**src/rtl/pq_arbiter.sv**
```systemverilog
// Round-robin scheduler that shares one max-at-head priority queue between
// NUM_REQ requesters, issuing one enqueue/dequeue/replace per 2+SETTLE_CYCLES cycles.
module pq_arbiter #(
  parameter int NUM_REQ       = 4,
  parameter int DATA_WIDTH    = 16,
  parameter int SETTLE_CYCLES = 1
) (
  input  logic                          i_CLK,
  input  logic                          i_RST,
  input  logic [NUM_REQ-1:0]            i_enq_req,
  input  logic [NUM_REQ*DATA_WIDTH-1:0] i_enq_data,
  input  logic [NUM_REQ-1:0]            i_deq_req,
  output logic [NUM_REQ-1:0]            o_enq_ack,
  output logic [NUM_REQ-1:0]            o_deq_ack,
  output logic                          o_rsp_valid,
  output logic [$clog2(NUM_REQ)-1:0]    o_rsp_id,
  output logic [DATA_WIDTH-1:0]         o_rsp_data,
  output logic                          o_zero_err,
  output logic                          o_pq_wrt,
  output logic                          o_pq_read,
  output logic [DATA_WIDTH-1:0]         o_pq_data,
  input  logic                          i_pq_full,
  input  logic                          i_pq_empty,
  input  logic [DATA_WIDTH-1:0]         i_pq_head
);
  localparam int ID_W        = $clog2(NUM_REQ);
  localparam int CNT_W       = (SETTLE_CYCLES > 1) ? $clog2(SETTLE_CYCLES) : 1;
  localparam int SETTLE_LAST = (SETTLE_CYCLES > 0) ? SETTLE_CYCLES - 1 : 0;

  typedef enum logic [1:0] {S_IDLE = 2'd0, S_ISSUE = 2'd1, S_SETTLE = 2'd2} state_e;

  state_e                  state_q, state_d;
  logic [ID_W-1:0]         rr_ptr_q, rr_ptr_d;
  logic [ID_W-1:0]         win_q, win_d;
  logic [CNT_W-1:0]        cnt_q, cnt_d;
  logic [NUM_REQ-1:0]      enq_ack_q, enq_ack_d;
  logic [NUM_REQ-1:0]      deq_ack_q, deq_ack_d;
  logic                    rsp_valid_q, rsp_valid_d;
  logic [ID_W-1:0]         rsp_id_q, rsp_id_d;
  logic [DATA_WIDTH-1:0]   rsp_data_q, rsp_data_d;
  logic                    zero_err_q, zero_err_d;
  logic                    pq_wrt_q, pq_wrt_d;
  logic                    pq_read_q, pq_read_d;
  logic [DATA_WIDTH-1:0]   pq_data_q, pq_data_d;

  logic [NUM_REQ-1:0]      enq_elig_s, deq_elig_s, cand_s;
  logic                    found_s, hit_s;
  logic [ID_W-1:0]         win_s;
  int                      idx_s;
  logic [DATA_WIDTH-1:0]   win_data_s;
  logic                    enq_win_s, deq_win_s, zero_s;

  // A full queue still accepts an enqueue when it is paired with a dequeue (replace).
  assign deq_elig_s = i_deq_req & {NUM_REQ{~i_pq_empty}};
  assign enq_elig_s = i_enq_req & ~({NUM_REQ{i_pq_full}} & ~deq_elig_s);
  assign cand_s     = enq_elig_s | deq_elig_s;

  always_comb begin
    found_s = 1'b0;
    hit_s   = 1'b0;
    win_s   = '0;
    idx_s   = 0;
    for (int k = 0; k < NUM_REQ; k++) begin
      idx_s   = (int'(rr_ptr_q) + k >= NUM_REQ) ? int'(rr_ptr_q) + k - NUM_REQ : int'(rr_ptr_q) + k;
      hit_s   = !found_s && cand_s[idx_s];
      win_s   = hit_s ? ID_W'(idx_s) : win_s;
      found_s = found_s | hit_s;
    end
  end

  assign win_data_s = i_enq_data[int'(win_s)*DATA_WIDTH +: DATA_WIDTH];
  assign enq_win_s  = enq_elig_s[win_s];
  assign deq_win_s  = deq_elig_s[win_s];
  assign zero_s     = (win_data_s == {DATA_WIDTH{1'b0}});

  always_comb begin
    state_d     = state_q;
    rr_ptr_d    = rr_ptr_q;
    win_d       = win_q;
    cnt_d       = cnt_q;
    enq_ack_d   = '0;
    deq_ack_d   = '0;
    rsp_valid_d = 1'b0;
    rsp_id_d    = rsp_id_q;
    rsp_data_d  = rsp_data_q;
    zero_err_d  = zero_err_q;
    pq_wrt_d    = 1'b0;
    pq_read_d   = 1'b0;
    pq_data_d   = '0;
    case (state_q)
      S_IDLE: begin
        if (found_s) begin
          // Queue pins and acks are registered here so they are valid throughout ISSUE.
          win_d              = win_s;
          enq_ack_d[win_s]   = enq_win_s;
          deq_ack_d[win_s]   = deq_win_s;
          pq_wrt_d           = enq_win_s && !zero_s;
          pq_read_d          = deq_win_s;
          pq_data_d          = (enq_win_s && !zero_s) ? win_data_s : {DATA_WIDTH{1'b0}};
          zero_err_d         = zero_err_q | (enq_win_s && zero_s);
          state_d            = S_ISSUE;
        end else begin
          state_d = S_IDLE;
        end
      end
      S_ISSUE: begin
        if (pq_read_q) begin
          rsp_valid_d = 1'b1;
          rsp_id_d    = win_q;
          rsp_data_d  = i_pq_head;
        end else begin
          rsp_valid_d = 1'b0;
        end
        rr_ptr_d = (win_q == ID_W'(NUM_REQ - 1)) ? {ID_W{1'b0}} : win_q + ID_W'(1);
        cnt_d    = '0;
        state_d  = (SETTLE_CYCLES > 0) ? S_SETTLE : S_IDLE;
      end
      S_SETTLE: begin
        if (cnt_q == CNT_W'(SETTLE_LAST)) begin
          state_d = S_IDLE;
        end else begin
          cnt_d = cnt_q + CNT_W'(1);
        end
      end
      default: state_d = S_IDLE;
    endcase
  end

  always_ff @(posedge i_CLK or posedge i_RST) begin
    if (i_RST) begin
      state_q     <= S_IDLE;
      rr_ptr_q    <= '0;
      win_q       <= '0;
      cnt_q       <= '0;
      enq_ack_q   <= '0;
      deq_ack_q   <= '0;
      rsp_valid_q <= 1'b0;
      rsp_id_q    <= '0;
      rsp_data_q  <= '0;
      zero_err_q  <= 1'b0;
      pq_wrt_q    <= 1'b0;
      pq_read_q   <= 1'b0;
      pq_data_q   <= '0;
    end else begin
      state_q     <= state_d;
      rr_ptr_q    <= rr_ptr_d;
      win_q       <= win_d;
      cnt_q       <= cnt_d;
      enq_ack_q   <= enq_ack_d;
      deq_ack_q   <= deq_ack_d;
      rsp_valid_q <= rsp_valid_d;
      rsp_id_q    <= rsp_id_d;
      rsp_data_q  <= rsp_data_d;
      zero_err_q  <= zero_err_d;
      pq_wrt_q    <= pq_wrt_d;
      pq_read_q   <= pq_read_d;
      pq_data_q   <= pq_data_d;
    end
  end

  assign o_enq_ack   = enq_ack_q;
  assign o_deq_ack   = deq_ack_q;
  assign o_rsp_valid = rsp_valid_q;
  assign o_rsp_id    = rsp_id_q;
  assign o_rsp_data  = rsp_data_q;
  assign o_zero_err  = zero_err_q;
  assign o_pq_wrt    = pq_wrt_q;
  assign o_pq_read   = pq_read_q;
  assign o_pq_data   = pq_data_q;

endmodule

```
**config.mk**
```make
export PLATFORM = sky130hd
export DESIGN_NAME = pq_arbiter
export DESIGN_NICKNAME = d
export VERILOG_FILES = /design/src/rtl/pq_arbiter.sv
export SDC_FILE = /design/constraint.sdc
export NUM_CORES = 1
export LEC_CHECK = 0
export ABC_AREA = 1
export ABC_CLOCK_PERIOD_IN_PS = 6760
export BUFFER_PORTS_ARGS = -buffer_cell sky130_fd_sc_hd__clkbuf_2
export CAP_MARGIN = 10
export CORE_MARGIN = 4
export CORE_UTILIZATION = 30
export CTS_BUF_LIST = sky130_fd_sc_hd__clkbuf_4 sky130_fd_sc_hd__clkbuf_8
export DETAILED_ROUTE_END_ITERATION = 10
export PLACE_DENSITY = 0.58
export SLEW_MARGIN = 10
export SYNTH_ARGS = -nofsm -noshare
export SYNTH_HDL_FRONTEND = slang
export SYNTH_SLANG_ARGS = --single-unit
export TNS_END_PERCENT = 5
```
**constraint.sdc**
```tcl
create_clock -name i_CLK -period 6.76 [get_ports i_CLK]
set_clock_uncertainty 0.1 [all_clocks]
set_input_delay 0 -clock i_CLK [delete_from_list [all_inputs] [get_ports i_CLK]]
set_output_delay 0 -clock i_CLK [all_outputs]
set_load 0.01 [all_outputs]
```
==> reports/metrics.yaml <==
synthSimpleGateAreaFrac_pct: 43.6
die_w_um: 108
cp_num_cells: 17
syn_inst: 444
overflow: 0
fin_util_pct: 42.1
slew_violations: 0
synth.top_cells.by_area: "dfrtp_1 43%, nand2_1 27%, nand3_1 7.0%"
cpMaxStageDelayCell: "nand4_2"
drtPass1Iterations: 5
viasPerCell: 4.33
grt.total_usage_pct: 14.9
synth_top_area_share_pct: 43.0
p_per_area_nw_per_um2: 560
worst_ep_required_time_ps: 6850
drive_gt1_share_pct: 29.2
cts.sinks: 52
worstPathCellList: "inv_1 > nand2_1 > nand2_2 > o21ai_4 > nand4_2 > nand3_4 > inv_1 > nand2_1 > nand2_1 > nand2_1 > nand2_1 > nor2_1 > nand2_1 > nor2_2 > nand2_2 > nand2_4 > nor2_1"
top_usage_layer: "met2"
nFillCells: 1057
ys_ff_latch: 52
synth_top_family_by_area: "simple AND/OR/NAND/NOR gates"
cp-start-kind: "flip-flop"
power.total_mw: 2.30
fmax_mhz: 262
end_kind: "flip-flop"
die_area_um2: 11800
worst-setup-path-type: "reg2reg"
num_rows: 36
port_buffers: 137
drt.antenna.violating_nets: 0
n_antenna_cell: 0
dr_total_vias: 3154
grt_max_degree: 53
fin_setup_tns_ps: 0
drc: 0
grt_pass1_vias: 3006
ff_latch_area_um2: 1300
hold_ws_ps: -0.123
ios: 138
slew_headroom_pct: 29.7
worstPathMaxFanout: 36
syn_avg_cell_area_um2: 6.81
synthesis.area_um2: 3020
fin_crit_ps: 3820
grtUsageMet3_pct: 2.39
gp_congestion: 0.796
start_util_pct: 30.9
grt_first_pass_wirelength_um: 14200
max_stage_delay_ps: 690
synth_nets: 537
synthAdderAreaFrac_pct: 0.414
htreeDepth: 2
ctsResizeCount: 0
antenna_found_initial: 0
multi_input_area_um2: 1450
yosysSeqAreaShare_pct: 43.0
violations: "negative hold slack"
synth-compound-area-share_pct: 3.31
synth_xor_area_share_pct: 0.538
fin_crit_sh_pct: 56.5
rr_worst_depth: 17
postCtsSetupRepairBufs: 0
rsz0062_at_grt: "false"
hp-class: "in2reg"
arrival_ps: 3910
die_h_um: 108
hold_depth: 7
wl_um: 8750
core_um2: 9770
use_met2_pct: 25.0
crit_family: "simple AND/OR/NAND/NOR gates"
tritoncts: "yes"
drt_iter0_markers: 190
worst_pin_slew_ps: 1050
wire_per_inst_um: 12.0
use_met1_pct: 20.4
synth_warnings: 0
worstSkewPairLatency_ps: 300
synthMuxAreaShare_pct: 0
p_leak_nw: 2.47
cts_hold_buf: 24
cap_viol_max_count: 0
layout.nets: 688
cts.path.max_buffers: 2
cp_common_cell: "nand2_1"
hold_viol: 1
crit_buf_inv: 2
setup_viol: 0
irDropWorstVdd_v: 0.000233
clk_pin_slew_worst_paths_ps: 100
synth_cell_types: 28
hpwl_um: 6800
outcome: "finished with violations"
cts_root_buf: "clkbuf_8"
synth_top_cell_by_area: "dfrtp_1"
area_growth_pct: 36.2
numCtsBuffers: 5
cells in the final DEF, fill, tap and decap left out:
cell type	Yosys	layout
clkinv_1	1	1
nand2_1	216	216
inv_2	2	3
nand4_2	1	1
nand2_4	1	1
nand3_2	1	1
clkinvlp_4	0	1
nand3_4	1	1
clkbuf_8	0	5
nand3b_1	1	1
bufinv_16	0	1
a21oi_1	4	4
o21ai_4	1	1
nand4_1	1	1
ha_1	1	1
inv_1	39	38
nand3_1	42	42
nor2_2	12	12
clkbuf_2	0	137
o21ai_0	9	9
nor2_1	32	32
o21ai_2	0	1
dfrtp_1	52	52
a21oi_2	1	1
inv_6	0	1
o21ai_1	2	1
nand2_2	6	6
dlygate4sd3_1	0	24
xor2_2	1	1
worst paths after layout:
check / startpoint / end / slack (ps)
setup / recovery: rr_ptr_q[0]$_DFFE_PP0P_ / o_pq_data[8]$_DFF_PP0_ / 2940
hold / removal: i_enq_data[41] / o_pq_data[9]$_DFF_PP0_ / -0.1
setup reg to reg: rr_ptr_q[0]$_DFFE_PP0P_ / o_pq_data[8]$_DFF_PP0_ / 2940
hold reg to reg: o_zero_err$_DFFE_PP0P_ / o_zero_err$_DFFE_PP0P_ / 380
max in group asynchronous: i_RST / o_rsp_id[1]$_DFFE_PP0P_ / 5530
min in group asynchronous: i_RST / o_rsp_data[11]$_DFFE_PP0P_ / 380
worst reg2reg max path: stages (launching register included):
cell	delay [ps]
dfrtp_1	520
inv_1	180
nand2_1	140
nand2_2	90
o21ai_4	230
nand4_2	700
nand3_4	670
inv_1	180
nand2_1	90
nand2_1	50
nand2_1	50
nand2_1	70
nor2_1	90
nand2_1	70
nor2_2	110
nand2_2	80
nand2_4	210
nor2_1	70
metal layers:
layer / share of wire [%] / vias up / routed length [um]
met2: 48 / 96 / 4170
met5: 0 / - / 0
li1: - / 1652 / -
met1: 46 / 1395 / 4020
met4: 0.99 / 0 / 87
met3: 5.4 / 11 / 468
where the power goes:
part	switching [mW]	internal (mW)	leakage, nW
clock network	0.105	0.112	0.0548
registers	0.0566	0.421	0.674
logic	1.10	0.514	1.74
sequential cells by signal, summed over array words and instances (netlist names):
| name | count |
|---|---|
| o_pq_wrt | 1 |
| o_pq_read | 1 |
| o_enq_ack | 4 |
| o_pq_data | 16 |
| o_zero_err | 1 |
| state_q | 2 |
| o_deq_ack | 4 |
| o_rsp_valid | 1 |
| rr_ptr_q | 2 |
| o_rsp_id | 2 |
| o_rsp_data | 16 |
| win_q | 2 |
cell type report:
| type | count | area share (%) |
|---|---|---|
| Multi-Input combinational cell | 333 | 35.2 |
| Clock inverter | 3 | 1.12 |
| Inverter | 42 | 3.83 |
| Clock buffer | 5 | 1.67 |
| Timing Repair Buffer | 161 | 22.5 |
| Tap cell | 133 | 4.04 |
| Sequential cell | 52 | 31.6 |
cell families after synthesis:
logic type	count (synthesis)
AND/OR/NAND/NOR	314
buffers and inverters	59
flip-flops	52
AO/OA/AOI/OAI	17
XOR/XNOR	1
adder cells (fa/ha/maj)	1
cells in the mapped netlist:
library cell and number:
clkbuf_1 2, nand3_2 1, o21ai_4 1, inv_1 39
a21oi_2 1, buf_8 1, nor2_1 32, ha_1 1
buf_1 1, nand3_1 42, buf_4 3, dfrtp_1 52
o21ai_1 2, buf_6 3, o21ai_0 9, a21oi_1 4
nand3_4 1, nor2_2 12, nand2_4 1, clkinv_1 1
inv_2 2, xor2_2 1, nand4_1 1, nand3b_1 1
nand2_1 216, buf_2 7, nand4_2 1, nand2_2 6
per-stage QoR:
stage | std cells | worst slack, ps | hold slack [ps] | cell area, um2
2_1_floorplan | 444 | 4290 | 9.62 | 3020
3_3_place_gp | 697 | 3130 | 97.2 | 3760
3_5_place_dp | 697 | 2960 | 99.0 | 3760
4_1_cts | 729 | 2940 | 2.12 | 4120
5_1_grt | 729 | 2380 | 25.5 | 4120
6_report | 729 | 2940 | -0.123 | 4120
Note: power is estimated with default switching activity, not from simulation.
